File: src/rtl/boa_branch_predictor.sv
// Conditional-branch direction predictor: static backward-taken, bimodal or gshare
// table of 2-bit saturating counters, plus a resolved-misprediction counter.
module boa_branch_predictor #(
  parameter int MODE      = 1,
  parameter int IDX_BITS  = 6,
  parameter int PERF_BITS = 32
) (
  input  logic                 clk,
  input  logic                 rst,
  input  logic                 lk_valid,
  input  logic [31:1]          lk_pc,
  input  logic [31:0]          lk_offset,
  output logic                 lk_predict,
  output logic [IDX_BITS-1:0]  lk_hist,
  input  logic                 up_valid,
  input  logic [31:1]          up_pc,
  input  logic [IDX_BITS-1:0]  up_hist,
  input  logic                 up_taken,
  input  logic                 up_predicted,
  output logic [PERF_BITS-1:0] perf_mispredict
);

  localparam int ENTRIES = 1 << IDX_BITS;

  logic [1:0]           table_q [ENTRIES];
  logic [IDX_BITS-1:0]  ghr_q;
  logic [PERF_BITS-1:0] perf_q;
  logic [IDX_BITS-1:0]  lk_idx;
  logic [IDX_BITS-1:0]  up_idx;
  logic                 unused_ok;

  function automatic logic [1:0] ctr_next(input logic [1:0] ctr, input logic taken);
    logic [1:0] nxt;
    nxt = ctr;
    if (taken && ctr != 2'd3)
      nxt = ctr + 2'd1;
    else if (!taken && ctr != 2'd0)
      nxt = ctr - 2'd1;
    return nxt;
  endfunction

  // gshare folds the global history into both lookup and update indices
  assign lk_idx = (MODE == 2) ? (lk_pc[IDX_BITS:1] ^ ghr_q)   : lk_pc[IDX_BITS:1];
  assign up_idx = (MODE == 2) ? (up_pc[IDX_BITS:1] ^ up_hist) : up_pc[IDX_BITS:1];

  // Read is from registered state only: a same-cycle update is not bypassed
  assign lk_predict      = (MODE == 0) ? lk_offset[31] : table_q[lk_idx][1];
  assign lk_hist         = (MODE == 2) ? ghr_q : '0;
  assign perf_mispredict = perf_q;

  assign unused_ok = ^{lk_valid, lk_pc[31:IDX_BITS+1], up_pc[31:IDX_BITS+1],
                       up_hist, lk_offset[30:0]};

  always_ff @(posedge clk) begin
    if (rst) begin
      for (int i = 0; i < ENTRIES; i++)
        table_q[i] <= 2'd1;
      ghr_q  <= '0;
      perf_q <= '0;
    end else if (up_valid) begin
      if (MODE != 0)
        table_q[up_idx] <= ctr_next(table_q[up_idx], up_taken);
      if (MODE == 2)
        ghr_q <= {ghr_q[IDX_BITS-2:0], up_taken};
      if (up_taken != up_predicted)
        perf_q <= perf_q + PERF_BITS'(1);
    end
  end

endmodule
File: config.mk
export PLATFORM = sky130hd
export DESIGN_NAME = boa_branch_predictor
export DESIGN_NICKNAME = d
export VERILOG_FILES = /design/src/rtl/boa_branch_predictor.sv
export SDC_FILE = /design/constraint.sdc
export NUM_CORES = 1
export LEC_CHECK = 0
export CORE_MARGIN = 1.5
export CORE_UTILIZATION = 45
export DETAILED_ROUTE_END_ITERATION = 8
export MAX_ROUTING_LAYER = met4
export PLACE_DENSITY = 0.68
export SETUP_SLACK_MARGIN = 0.2
export SLEW_MARGIN = 5
export SYNTH_ARGS = -nofsm -noshare
export SYNTH_HDL_FRONTEND = slang
export SYNTH_SLANG_ARGS = --single-unit
File: constraint.sdc
create_clock -name clk -period 5.5 [get_ports clk]
set_input_delay 1.1 -clock clk [delete_from_list [all_inputs] [get_ports clk]]
set_output_delay 1.1 -clock clk [all_outputs]
set_load 0.005 [all_outputs]
Yosys cells after proc, flatten, opt, wreduce, memory -nomap -nowiden. Memories as Yosys holds them, arrays and structs flattened. Index checks and enable logic that the tools add are counted.

Flip-flop bits (word level): 32. Memory bits (writable): 128. Input bits: 106. Logic and storage cells: 25. Memories: 1.

$add $sub $neg: 3. Equal/unequal tests: 2. Muxes and demuxes: 12. Reductions and logical operators: 6.

Memories: table_q (depth 64, bits a word 2, rd ports 2, clocked after memory_dff 0, wr ports 64, line 25) `logic [1:0] table_q [ENTRIES];`.

Operator list (count): $add A32 B1 Y32 const B (1); $mux W2 (5); $mux W1 (6); $mux W6 (1); $add A2 B1 Y2 const B (1); $logic_and A1 B1 Y1 (2); $ne A2 B2 Y1 const B (1); $reduce_and A2 Y1 (1); $reduce_bool A2 Y1 (1); $reduce_or A2 Y1 (1); $sub A2 B1 Y2 const B (1); $logic_not A1 Y1 (1); $ne A1 B1 Y1 (1).

Longest topological paths before layout. An unclocked memory read counts as a cell.

Depth in word-level cells: 8. Mapped depth: 17.

Least setup slack after synthesis. No wires, ideal clock.

Kind: input port to output port. From: in lk_pc[1] (netlist bit). To: out lk_predict. Arrival time: 3092 ps. Setup slack: 1308 ps. Cell stages on the path: 6. Cell sequence: clkbuf_1 > buf_2 > mux4_2 > mux4_2 > a211oi_1 > a21oi_1.

Longest elaborated chain between the ends: 1.

RTL lines: start: declaration (line 11) `input logic [31:1] lk_pc,`; $mem_v2 Z64 W2; end: declaration (line 13) `output logic lk_predict,`.

Every way passes these cells.

Worst setup path after layout. Ends and elaborated chain as after synthesis.

==> metrics.cfg <==
[run_status]
outcome=complete, no violations

[clocking]
clkSlewWorstSetupHoldPaths_ns=0.06
ctsHoldBuffers=0
post_cts_resized=0
cts.sinks=160
cts-root-buf=clkbuf_16
worstSkewPairLatency_ns=0.44
numCtsBuffers=17
postCtsSetupRepairBufs=0
cts_buffer_depth=2
h-tree-depth=4
cts_tree=done

[detailed_routing]
routedWlPerCell_um=20.4
wl_um=23700
via_per_inst=5.95
dr.pass1.iters=5
drt_iter0_markers=714
drc=0
ant_nets=0
num_vias=6926

[logic_synthesis]
synthCells=863
synthTopCellsByArea=edfxtp_1 (43%), dfxtp_1 (7.2%), mux4_2 (6.8%), or2_2 (4.5%), a21oi_1 (4.1%)
synth_top_area_share=0.431
ys_warn_count=0
synth_cell_types=57
async_reset_ff_frac=0
ys_seq_area_frac=0.503
syn-cell-area_mm2=0.00892
syn_avg_cell_area_um2=10.3
post-synth-top-area-cell=edfxtp_1
synthFlopType=edfxtp_1
synth_edf_count=128
synth-seq-cells=160

[setup_path]
arrival_ns=3.76
critPathCaptureType=primary output
path_max_fanout=16
crit_type=in2out
worstPathRequired_ns=4.40
setup.worst_path.start_class=primary input

[min_path]
hp-class=reg2reg

[placement]
io_buffers=49
gp_congestion=0.880
pre_cts_ws_ns=0.614
post-dp-hpwl_um=14700

[cells_and_area]
drive_above_1_share=0.184
layout_common_cells=edfxtp_1 (128), nor2_1 (95), nand2_1 (93)
area_growth_pct=14.8
utilization=0.526
nNetsFinal=994
final_common_cell=edfxtp_1

[timing]
fin_crit_ns=4.86
rsz0062_at_grt=no
finalCritPeriodShare=0.883
setup_tns_ns=0
worst_pin_slew_ns=0.922
drv_slew=0
slew_headroom=0.385
fin_skew_ns=0.0103
hold_viol=0
fmax_ghz=0.206
hold_slack_ns=0.485
setup_viol=0
fin_ws_ns=0.642

[power_and_ir_drop]
pwr-share-comb=0.154
internal-power_mw=2.15
peakVddDrop_v=0.000250
switchingPower_uw=836
p_sw_frac=0.280
total_power_mw=2.99
power_frac_clock=0.397
seqPwrFrac=0.448
powerDensity_mw_per_mm2=292
p_leak_nw=3.28

[floorplanning]
ioPinCount=145
num_rows=51
core-area_mm2=0.0195
initial_core_util=0.458
fp.dieH_um=144
die_x_um=144
die-area_mm2=0.0207

[grt]
grt_pass1_vias=6714
grt_first_pass_wirelength_um=36800
grt_max_degree=93
grt_usage=0.245
grt.overflow.total=0
antenna_found_initial=1

[job]
cap_violations=0

cells by family (layout without fill, tap and decap cells):
| logic type | count (synthesis) | after routing | synth area share |
|---|---|---|---|
| other | 1 | 7 | 0.000420 |
| AND/OR/NAND/NOR | 331 | 331 | 0.181 |
| buffers and inverters | 83 | 113 | 0.0492 |
| XOR/XNOR | 27 | 27 | 0.0265 |
| flip-flops | 160 | 160 | 0.503 |
| adder cells (fa/ha/maj) | 3 | 3 | 0.00421 |
| AO/OA/AOI/OAI | 201 | 201 | 0.134 |
| multiplexers | 57 | 57 | 0.102 |
state kept, by name, indices dropped and copies added, names as in the netlist:
name and cells:
table_q 128, perf_mispredict 32
per-stage QoR:
step / cells / cell area, um^2
5_1_grt: 1164 / 10200
3_3_place_gp: 1131 / 9650
2_1_floorplan: 868 / 8940
4_1_cts: 1163 / 10200
6_report: 1164 / 10200
3_5_place_dp: 1131 / 9650
synth_stat cells (all sizes together), types with 6 or more instances:
master,count
nor2,97
clkbuf,45
nor3,6
a221oi,18
and3,11
or3,7
edfxtp,128
o22a,9
nand3,14
xnor2,10
a21oi,74
o21a,7
inv,6
nor2b,6
o21ai,75
mux2i,26
nand2,93
or2,65
mux4,27
nand4,8
dfxtp,32
buf,32
xor2,17
worst paths after layout:
check	slack [ns]	endpoint	start	depth (start not counted)
max reg2reg	2.22	table_q[27][0]	table_q[15][0]	12
min reg2reg	0.49	perf_mispredict[31]	perf_mispredict[31]	2
min	0.49	perf_mispredict[31]	perf_mispredict[31]	2
max	0.64	lk_predict	lk_pc[1]	8
final cells by class:
cell class	count	area, um^2
diodes	1	2.50
fillers	1776	9220
flip-flops and latches	160	4480
repair buffers	75	763
well taps	265	332
clock buffers	18	429
multi-input cells	625	4050
clock inverters	14	158
inverters	6	22.5
power by group through the flow:
stage	clock network [mW]	registers (mW)	logic, mW
after CTS	1.20	1.34	0.457
after global routing	1.25	1.34	0.489
final	1.19	1.34	0.461
after detailed placement	0	1.37	0.457
after floorplan	0	1.36	0.293
after global placement	0	1.37	0.454
layer usage:
layer  vias up  routed length, um  part of all wire  global-route usage
met3        63               1770             0.075              0.0553
met5         -                  0                 0                   -
met2       309              10900              0.46               0.373
met4         0                909             0.038               0.109
met1      3383              10100              0.43               0.315
li1       3171                  -                 -                   -
critical path, cell delays in order:
cell and delay (ns):
clkdlybuf4s50_1 0.45, buf_4 0.32, mux4_2 0.54, mux4_2 0.46, nor2b_1 0.14, a211oi_1 0.23
a21oi_1 0.06, clkdlybuf4s50_1 0.44
(Power assumes the default switching activity.)
